**config.mk**
```make
export PLATFORM = sky130hd
export DESIGN_NAME = debug_overlay_seq_flat
export DESIGN_NICKNAME = d
export VERILOG_FILES = /design/src/rtl/debug_overlay_seq_if.sv /design/src/rtl/debug_overlay_seq.sv /design/src/flat_wrapper.sv
export SDC_FILE = /design/constraint.sdc
export NUM_CORES = 1
export LEC_CHECK = 0
export CAP_MARGIN = 0
export CORE_ASPECT_RATIO = 0.9
export CORE_MARGIN = 2
export CORE_UTILIZATION = 54
export CTS_BUF_LIST = sky130_fd_sc_hd__clkbuf_4
export DETAILED_ROUTE_END_ITERATION = 6
export DONT_BUFFER_PORTS = 1
export GPL_ROUTABILITY_DRIVEN = 0
export HOLD_SLACK_MARGIN = 0.1
export PLACE_DENSITY_LB_ADDON = 0.2
export SYNTH_ARGS = -nofsm -noshare
export SYNTH_HDL_FRONTEND = slang
export SYNTH_SLANG_ARGS = --single-unit
```
**constraint.sdc**
```tcl
create_clock -name clk -period 2.86 [get_ports clk]
set_input_delay 0.143 -clock clk [delete_from_list [all_inputs] [get_ports clk]]
set_output_delay 0.143 -clock clk [all_outputs]
set_load 0.05 [all_outputs]
```
**src/rtl/debug_overlay_seq_if.sv**
```systemverilog
// Pixel-timing, vector and overlay-output bundle between the video pipeline and debug_overlay_seq.
// Qm/Qn default to Q8.8 when the project has not already defined them.
`ifndef Qm
`define Qm 8
`endif
`ifndef Qn
`define Qn 8
`endif
`ifndef Qmn
`define Qmn (`Qm + `Qn)
`endif

interface debug_overlay_if;
  logic [9:0]            hpos;
  logic [9:0]            vpos;
  logic                  frame_start;
  logic                  toggle_req;
  logic signed [`Qmn-1:0] playerX;
  logic signed [`Qmn-1:0] playerY;
  logic signed [`Qmn-1:0] facingX;
  logic signed [`Qmn-1:0] facingY;
  logic signed [`Qmn-1:0] vplaneX;
  logic signed [`Qmn-1:0] vplaneY;
  logic                  overlay_en;
  logic                  in_debug_overlay;
  logic [5:0]            debug_rgb;

  // No backpressure: every pixel clock carries one hpos/vpos and yields one output pixel a clock later.
  modport master (
    output hpos, vpos, frame_start, toggle_req,
    output playerX, playerY, facingX, facingY, vplaneX, vplaneY,
    input  overlay_en, in_debug_overlay, debug_rgb
  );

  modport slave (
    input  hpos, vpos, frame_start, toggle_req,
    input  playerX, playerY, facingX, facingY, vplaneX, vplaneY,
    output overlay_en, in_debug_overlay, debug_rgb
  );
endinterface

```
**src/rtl/debug_overlay_seq.sv**
```systemverilog
// Debug overlay sequencer: per-frame vector snapshot walked MSB-first through a shift register.
// Optional DEBUG_OVERLAY_DELTA_EN adds a previous-frame bank and red tint on changed bits.
`ifndef Qm
`define Qm 8
`endif
`ifndef Qn
`define Qn 8
`endif
`ifndef Qmn
`define Qmn (`Qm + `Qn)
`endif

module debug_overlay_seq #(
  parameter int H_VIEW      = 640,
  parameter int DEBUG_SCALE = 3
) (
  input  logic           clk,
  input  logic           reset_n,
  debug_overlay_if.slave bus,
  output logic [1:0]     dbg_state_o
);

  localparam int QMN  = `Qmn;
  localparam int QM   = `Qm;
  localparam int W    = QMN << DEBUG_SCALE;
  localparam int DOHS = H_VIEW - W - 1;
  localparam logic signed [10:0] DOHS_S = 11'(DOHS);
  localparam logic signed [10:0] W_S    = 11'(W);
  localparam logic signed [10:0] DIV_S  = 11'(QM << DEBUG_SCALE);
  localparam logic [9:0] LOAD_H = 10'(DOHS - 1);
  localparam logic [9:0] VMAX_V = 10'(8 << DEBUG_SCALE);
  localparam logic [DEBUG_SCALE-1:0] CNT_MAX = '1;

  typedef enum logic [1:0] {IDLE = 2'd0, SHIFT = 2'd1, DONE = 2'd2} state_t;

  state_t                 state_q;
  logic [QMN-1:0]         sh_q [6];
  logic [QMN-1:0]         sr_q;
  logic [DEBUG_SCALE-1:0] cnt_q;
  logic                   en_q, pend_q;
  logic                   in_q;
  logic [5:0]             rgb_q;
`ifdef DEBUG_OVERLAY_DELTA_EN
  logic [QMN-1:0]         prev_q [6];
  logic [QMN-1:0]         dsr_q;
  logic [QMN-1:0]         row_delta;
`endif

  logic [QMN-1:0]     vec_in [6];
  logic signed [10:0] h;
  logic [2:0]         r;
  logic [2:0]         idx;
  logic               v_in, in_region, blank, grid;
  logic [QMN-1:0]     row_vec;
  logic [1:0]         c;
  logic               in_d;
  logic [5:0]         rgb_d;

  always_comb begin
    vec_in[0] = bus.playerX;
    vec_in[1] = bus.playerY;
    vec_in[2] = bus.facingX;
    vec_in[3] = bus.facingY;
    vec_in[4] = bus.vplaneX;
    vec_in[5] = bus.vplaneY;
  end

  always_comb begin
    h         = $signed({1'b0, bus.hpos}) - DOHS_S;
    v_in      = bus.vpos <= VMAX_V;
    in_region = !h[10] && (h <= W_S) && v_in;
    r         = bus.vpos[DEBUG_SCALE+2:DEBUG_SCALE];
    blank     = (r == 3'd2) || (r == 3'd5);
    grid      = (h[DEBUG_SCALE-1:0] == '0) || (bus.vpos[DEBUG_SCALE-1:0] == '0);
    // Rows 2 and 5 are spacers, so the six vectors map onto rows {0,1,3,4,6,7}.
    case (r)
      3'd0:    idx = 3'd0;
      3'd1:    idx = 3'd1;
      3'd3:    idx = 3'd2;
      3'd4:    idx = 3'd3;
      3'd6:    idx = 3'd4;
      3'd7:    idx = 3'd5;
      default: idx = 3'd0;
    endcase
    row_vec = blank ? '0 : sh_q[idx];
`ifdef DEBUG_OVERLAY_DELTA_EN
    row_delta = blank ? '0 : (sh_q[idx] ^ prev_q[idx]);
`endif
  end

  always_comb begin
    if (grid)                c = (h == DIV_S) ? 2'b10 : 2'b00;
    else if (blank)          c = 2'b00;
    else if (sr_q[QMN-1])    c = 2'b11;
    else                     c = 2'b01;
    in_d  = in_region && en_q;
    rgb_d = 6'b0;
    if (in_d) begin
`ifdef DEBUG_OVERLAY_DELTA_EN
      if (!grid && !blank && dsr_q[QMN-1]) rgb_d = {c, 4'b0000};
      else                                 rgb_d = {c, c, c};
`else
      rgb_d = {c, c, c};
`endif
    end
  end

  always_ff @(posedge clk) begin
    if (!reset_n) begin
      for (int i = 0; i < 6; i++) sh_q[i] <= '0;
`ifdef DEBUG_OVERLAY_DELTA_EN
      for (int i = 0; i < 6; i++) prev_q[i] <= '0;
      dsr_q <= '0;
`endif
      sr_q    <= '0;
      cnt_q   <= '0;
      state_q <= IDLE;
      en_q    <= 1'b1;
      pend_q  <= 1'b0;
      in_q    <= 1'b0;
      rgb_q   <= 6'b0;
    end else begin
      in_q  <= in_d;
      rgb_q <= rgb_d;
      if (bus.toggle_req) pend_q <= ~pend_q;
      if (bus.frame_start) begin
        for (int i = 0; i < 6; i++) sh_q[i] <= vec_in[i];
`ifdef DEBUG_OVERLAY_DELTA_EN
        for (int i = 0; i < 6; i++) prev_q[i] <= sh_q[i];
`endif
        // A toggle landing on frame_start itself is folded into this frame's update.
        en_q    <= en_q ^ pend_q ^ bus.toggle_req;
        pend_q  <= 1'b0;
        state_q <= IDLE;
      end else begin
        case (state_q)
          IDLE: if (v_in && bus.hpos == LOAD_H) begin
            sr_q    <= row_vec;
`ifdef DEBUG_OVERLAY_DELTA_EN
            dsr_q   <= row_delta;
`endif
            cnt_q   <= '0;
            state_q <= SHIFT;
          end
          SHIFT: begin
            cnt_q <= cnt_q + DEBUG_SCALE'(1);
            if (cnt_q == CNT_MAX) begin
              sr_q  <= sr_q << 1;
`ifdef DEBUG_OVERLAY_DELTA_EN
              dsr_q <= dsr_q << 1;
`endif
            end
            if (h == W_S) state_q <= DONE;
          end
          DONE:    if (bus.hpos == '0) state_q <= IDLE;
          default: state_q <= IDLE;
        endcase
      end
    end
  end

  assign bus.overlay_en       = en_q;
  assign bus.in_debug_overlay = in_q;
  assign bus.debug_rgb        = rgb_q;
  assign dbg_state_o          = state_q;

endmodule
```
**src/flat_wrapper.sv**
```systemverilog
// flat-port wrapper written by rule: the top's interface ports become plain ports
module debug_overlay_seq_flat 
#(
  parameter int H_VIEW      = 640,
  parameter int DEBUG_SCALE = 3
)
  (clk, reset_n, dbg_state_o, bus_hpos, bus_vpos, bus_frame_start, bus_toggle_req, bus_playerX, bus_playerY, bus_facingX, bus_facingY, bus_vplaneX, bus_vplaneY, bus_overlay_en, bus_in_debug_overlay, bus_debug_rgb);
  debug_overlay_if bus_i ();
  input  logic clk;
  input  logic reset_n;
  output logic [1:0] dbg_state_o;
  input wire logic [$bits(bus_i.hpos)-1:0] bus_hpos;
  input wire logic [$bits(bus_i.vpos)-1:0] bus_vpos;
  input wire logic [$bits(bus_i.frame_start)-1:0] bus_frame_start;
  input wire logic [$bits(bus_i.toggle_req)-1:0] bus_toggle_req;
  input wire logic [$bits(bus_i.playerX)-1:0] bus_playerX;
  input wire logic [$bits(bus_i.playerY)-1:0] bus_playerY;
  input wire logic [$bits(bus_i.facingX)-1:0] bus_facingX;
  input wire logic [$bits(bus_i.facingY)-1:0] bus_facingY;
  input wire logic [$bits(bus_i.vplaneX)-1:0] bus_vplaneX;
  input wire logic [$bits(bus_i.vplaneY)-1:0] bus_vplaneY;
  output wire logic [$bits(bus_i.overlay_en)-1:0] bus_overlay_en;
  output wire logic [$bits(bus_i.in_debug_overlay)-1:0] bus_in_debug_overlay;
  output wire logic [$bits(bus_i.debug_rgb)-1:0] bus_debug_rgb;
  assign bus_i.hpos = bus_hpos;
  assign bus_i.vpos = bus_vpos;
  assign bus_i.frame_start = bus_frame_start;
  assign bus_i.toggle_req = bus_toggle_req;
  assign bus_i.playerX = bus_playerX;
  assign bus_i.playerY = bus_playerY;
  assign bus_i.facingX = bus_facingX;
  assign bus_i.facingY = bus_facingY;
  assign bus_i.vplaneX = bus_vplaneX;
  assign bus_i.vplaneY = bus_vplaneY;
  assign bus_overlay_en = bus_i.overlay_en;
  assign bus_in_debug_overlay = bus_i.in_debug_overlay;
  assign bus_debug_rgb = bus_i.debug_rgb;
  debug_overlay_seq #(.H_VIEW(H_VIEW), .DEBUG_SCALE(DEBUG_SCALE)) u_core (.clk(clk), .reset_n(reset_n), .bus(bus_i), .dbg_state_o(dbg_state_o));
endmodule
```
* After elaboration in Yosys (flattened, before gate mapping)
Memories as Yosys holds them, arrays and structs flattened. Cells that the tools add are included.
Operators by class: add/sub/neg operators 2, $lt $le $gt $ge 2, eq/ne operators 17, mux-type cells 25, bitwise operators 11, reduce and logical (&&, ||, !) cells 17
Operators by type and width (count):
- $mux W16 | 9
- $pmux W16 S2 | 1
- $eq A3 B3 Y1 const B | 5
- $pmux W3 S5 | 1
- $mux W2 | 7
- $eq A11 B8 Y1 const B | 1
- $eq A11 B9 Y1 const B | 1
- $le A11 B9 Y1 const B | 1
- $sub A10 B9 Y11 const B | 1
- $eq A10 B9 Y1 const B | 1
- $le A10 B7 Y1 const B | 1
- $logic_not A10 Y1 | 1
- $ne A2 B1 Y1 const B | 4
- $eq A3 B2 Y1 const B | 2
- $logic_not A3 Y1 | 2
- $or A1 B1 Y1 | 6
- $pmux W2 S3 | 1
- $pmux W3 S2 | 1
- $reduce_and A3 Y1 | 2
- $logic_and A1 B1 Y1 | 4
- $mux W1 | 4
- $reduce_and A4 Y1 | 1
- $add A3 B1 Y3 const B | 1
- $eq A3 B1 Y1 const B | 1
- other kinds (11) | 15
Storage, ports and cells: register bits after elaboration 30, RAM bits 96, input bits 120, output and inout bits 10, word-level logic and storage cells 82, memories 1
Memories:
- u_core.sh_q | depth 6, width 16, rd ports 1, clocked after Yosys merged registers in 0, wr ports 6, RTL line debug_overlay_seq.sv:37 | logic [QMN-1:0] sh_q [6];

* Logic depth before layout (Yosys ltp)
depth in word-level cells 6, gate-level depth with buffers 8, depth with buffers taken out 7

* Least setup slack after synthesis
No wires, ideal clock.
path kind input -> register, from input port bus_frame_start, to register u_core.state_q[1], in the netlist u_core.dbg_state_o[1], library setup time 0.062 ns, arrival 2.760 ns, required time 2.798 ns, setup slack 0.038 ns, stages on the path 4, buffers on the path 0, cells stage by stage inv_1 > nand2_1 > nor4b_1 > a41o_1
Between the ends: cells in the longest elaborated chain, start to end 1
Ends and longest elaborated chain:
- from (decl) | RTL line flat_wrapper.sv:14 | input wire logic [$bits(bus_i.frame_start)-1:0] bus_frame_start;
- $reduce_or A2 Y1 (no source line)
- to (signal assigned) | RTL line debug_overlay_seq.sv:117 | state_q <= IDLE;
- to (signal assigned) | RTL line debug_overlay_seq.sv:134 | state_q <= IDLE;
- to (signal assigned) | RTL line debug_overlay_seq.sv:143 | state_q <= SHIFT;
- to (decl) | RTL line debug_overlay_seq.sv:36 | state_t state_q;
No other way between the ends. A chain may end at the register's enable or synchronous reset.

* Final worst setup path
from register u_core.cnt_q[0], to register u_core.sr_q[3]
Between the ends: cells in the longest elaborated chain, start to end 3
Ends and longest elaborated chain:
- from (decl) | RTL line debug_overlay_seq.sv:39 | logic [DEBUG_SCALE-1:0] cnt_q;
- from (signal assigned) | RTL line debug_overlay_seq.sv:146 | cnt_q <= cnt_q + DEBUG_SCALE'(1);
- $eq A3 B3 Y1 | RTL line debug_overlay_seq.sv:147 | if (cnt_q == CNT_MAX) begin
- $ne A2 B1 Y1 (no source line)
- $reduce_and A4 Y1 (no source line)
- to (signal assigned) | RTL line debug_overlay_seq.sv:138 | sr_q <= row_vec;
- to (signal assigned) | RTL line debug_overlay_seq.sv:148 | sr_q <= sr_q << 1;
- to (decl) | RTL line debug_overlay_seq.sv:38 | logic [QMN-1:0] sr_q;
No other way between the ends.

==> reports/metrics.csv <==
metric;value;unit
slew_at_the_pin_closest_to_its_max_slew_limit;1.20;ns
post-route-worst-setup-slack;0.259;ns
numCtsBuffers;17;
pre_antenna_drt_iters;5;
critical_path.max_fanout;32;
detail_route.drc_violations;0;
outcome;completed;
drv_slew;0;
worst_skew_pair.late_latency;0.53;ns
max_freq;0.384;GHz
tns;0;ns
cts_num_sinks;122;
initial_antenna_violation_count;0;
synth_enable_flop_cells;96;
final_min_period_over_clock_period;90.9;%
synth_ff_type;edfxtp_1;
worstSetupEndpointType;flop;
synth_area_leader_cell;edfxtp_1;
power.ir.vdd_worst;0.400;mV
final_net_count;721;
io_pins;130;
holdPathStages;3;
antenna_cells;0;
cts.clk_slew.worst_paths;0.11;ns
finClkSkew;0.0219;ns
post_synth_num_cell_types;45;
r2r_end;u_core.sr_q[3];
r2r_start;u_core.cnt_q[0];
hpwlAfterDp;8630;um
grt_pass1_vias;4372;
htreeDepth;4;
ff2ff_setup_slack;0.26;ns
r2r.worst_path.cells;6;
worst_hold_margin;0.136;ns
final-setup-viol-count;0;
drtIter0Drc;484;
synth.area.top_cells;edfxtp_1, and3_1, dfxtp_1;
max-clock-path-buffers;2;
gr-usage-all-layers;26.3;%
post_route_cells_drive_above_1_share;8.03;%
dieArea;0.0117;mm2
total_of_warnings_raised_by_yosys;0;
post_drt_via_cell_ratio;6.17;
drt-wirelength-per-cell;20.3;um
wire_length_of_the_first_global_routing_pass;22900;um
count_of_endpoints_failing_hold_in_the_final_timing_report;0;
post_synth_most_frequent_cells;and3_1, edfxtp_1, nand2_1;
mappedNetlistNets;633;
inst_count_dp;597;
post_route_ant_nets;0;
asyncSetResetFlopFracSynth;0;%
flip_flop_and_latch_count_after_synthesis;122;
postSynthCellCount;510;
rsz0062_at_grt;false;
clockRootBuffer;clkbuf_4;
postRouteWirelength;15100;um
startpoint_type;flop;
power_density;493;mW/mm2
timing.final.crit_period;2.60;ns
post_layout_nonfiller_instances;743;
core_area;0.0107;mm2
holdCritStartpoint;bus_hpos[6];
vert_die_dim;103;um
post_placement_worst_setup_slack;0.631;ns
synth-seq-area-share;58.1;%
synth_most_common_cell;and3_1;
total_power;0.00361;W
largest_net_degree_at_the_start_of_global_routing;121;
dr_total_vias;4585;
synth_area;0.00586;mm2
total_global_routing_overflow;0;
number_of_rows_created_at_floorplan;36;
areaGrowthSynthToFinish;24.7;%
yosys.area.top_type_share;49.2;%
crit_type;reg -> reg;
post_cts_resized;0;
postSynthAreaPerCell;11.5;um2
max_cap_check_violation_count;0;
critical_path_arrival;3.02;ns
worst_hold_path_type;in -> reg;
tritoncts;built;
initial_utilization;54.7;%
cell_leakage_power;3.08;nW
min_delay_worst_endpoint;u_core.dbg_state_o[0];
floorplan.die.width;114;um
required;3.28;ns
remaining_max_slew_budget_at_the_tightest_pin;19.7;%
port-buffer-count;0;
==> state kept, by name, summed over array words and instances, names as in the netlist <==
register and flops:
u_core.bus.overlay_en 1, u_core.bus.in_debug_overlay 1, u_core.sr_q 16, u_core.cnt_q 3
u_core.dbg_state_o 2, u_core.sh_q 96, u_core.pend_q 1, u_core.bus.debug_rgb 2
==> placed cells by master, fill, tap and decap left out, drive strengths merged, types with 8 or more instances in the layout <==
| master | count |
|---|---|
| dlygate4sd3 | 113 |
| clkbuf | 19 |
| a2bb2oi | 29 |
| inv | 8 |
| o2111ai | 14 |
| mux2i | 15 |
| buf | 11 |
| nand2 | 70 |
| edfxtp | 96 |
| dfxtp | 26 |
| o311a | 15 |
| o221ai | 17 |
| and3 | 99 |
==> critical path: stages, from the launching register on <==
cell and delay (ns):
dfxtp_1 0.38, ha_1 0.16, ha_1 0.15, and3_1 0.85
o221ai_1 0.25, o311a_1 0.17, dlygate4sd3_1 0.56
==> worst max path at each step <==
stage / from / endpoint / cells past startpoint
6_report: u_core.cnt_q[0] / u_core.sr_q[3] / 6
5_1_grt: u_core.cnt_q[0] / u_core.sr_q[3] / 6
4_1_cts: u_core.cnt_q[0] / u_core.sr_q[3] / 6
3_5_place_dp: bus_vpos[7] / u_core.sr_q[0] / 6
3_3_place_gp: bus_vpos[7] / u_core.sr_q[0] / 6
2_1_floorplan: bus_frame_start / u_core.dbg_state_o[1] / 4
==> metal layers <==
layer / GRT usage, % / up-vias / wire length (um) / share of wire [%]
li1: - / 2158 / - / -
met1: 36.4 / 2183 / 6620 / 44
met2: 40.0 / 217 / 7050 / 47
met3: 7.64 / 27 / 1100 / 7.3
met4: 9.47 / 0 / 285 / 1.9
met5: 0 / - / 0 / 0
==> power breakdown <==
part | switching [W] | internal [W] | leakage (nW)
Combinational | 0.000207 | 0.000220 | 1.71
Sequential | 0.0000465 | 0.00203 | 1.24
Clock | 0.000660 | 0.000439 | 0.124
Total | 0.000914 | 0.00269 | 3.08
==> per-stage QoR <==
step	cell area, um2	utilization, %
2_1_floorplan	5860	-
3_3_place_gp	5880	54.8
3_5_place_dp	5880	54.8
4_1_cts	7310	68.2
5_1_grt	7310	68.2
6_report	7310	68.2
==> logic make-up (layout without fill, tap and decap cells) <==
kind of cell	Yosys count	after routing	share of synthesized area [%]
simple gates	211	211	19.9
xor+xnor	2	2	0.299
compound gates	95	95	14.2
fa+ha+maj	3	3	0.641
buf+inv	62	162	4.29
flops	122	122	58.1
mux	15	15	2.56
==> cell type report <==
| cell class | count | area, um2 |
|---|---|---|
| Multi-Input combinational cell | 326 | 2220 |
| Fill cell | 773 | 3410 |
| Inverter | 7 | 26.3 |
| Timing Repair Buffer | 124 | 1250 |
| Tap cell | 133 | 166 |
| Sequential cell | 122 | 3400 |
| Clock buffer | 19 | 143 |
| Clock inverter | 12 | 103 |
==> repair_timing <==
action | in CTS | in global routing
hold buffers | 115 | 0
hold endpoints to repair | 122 | 0
buffers inserted | 0 | 0
setup endpoints to repair | 0 | 0
(Power assumes the default switching activity.)
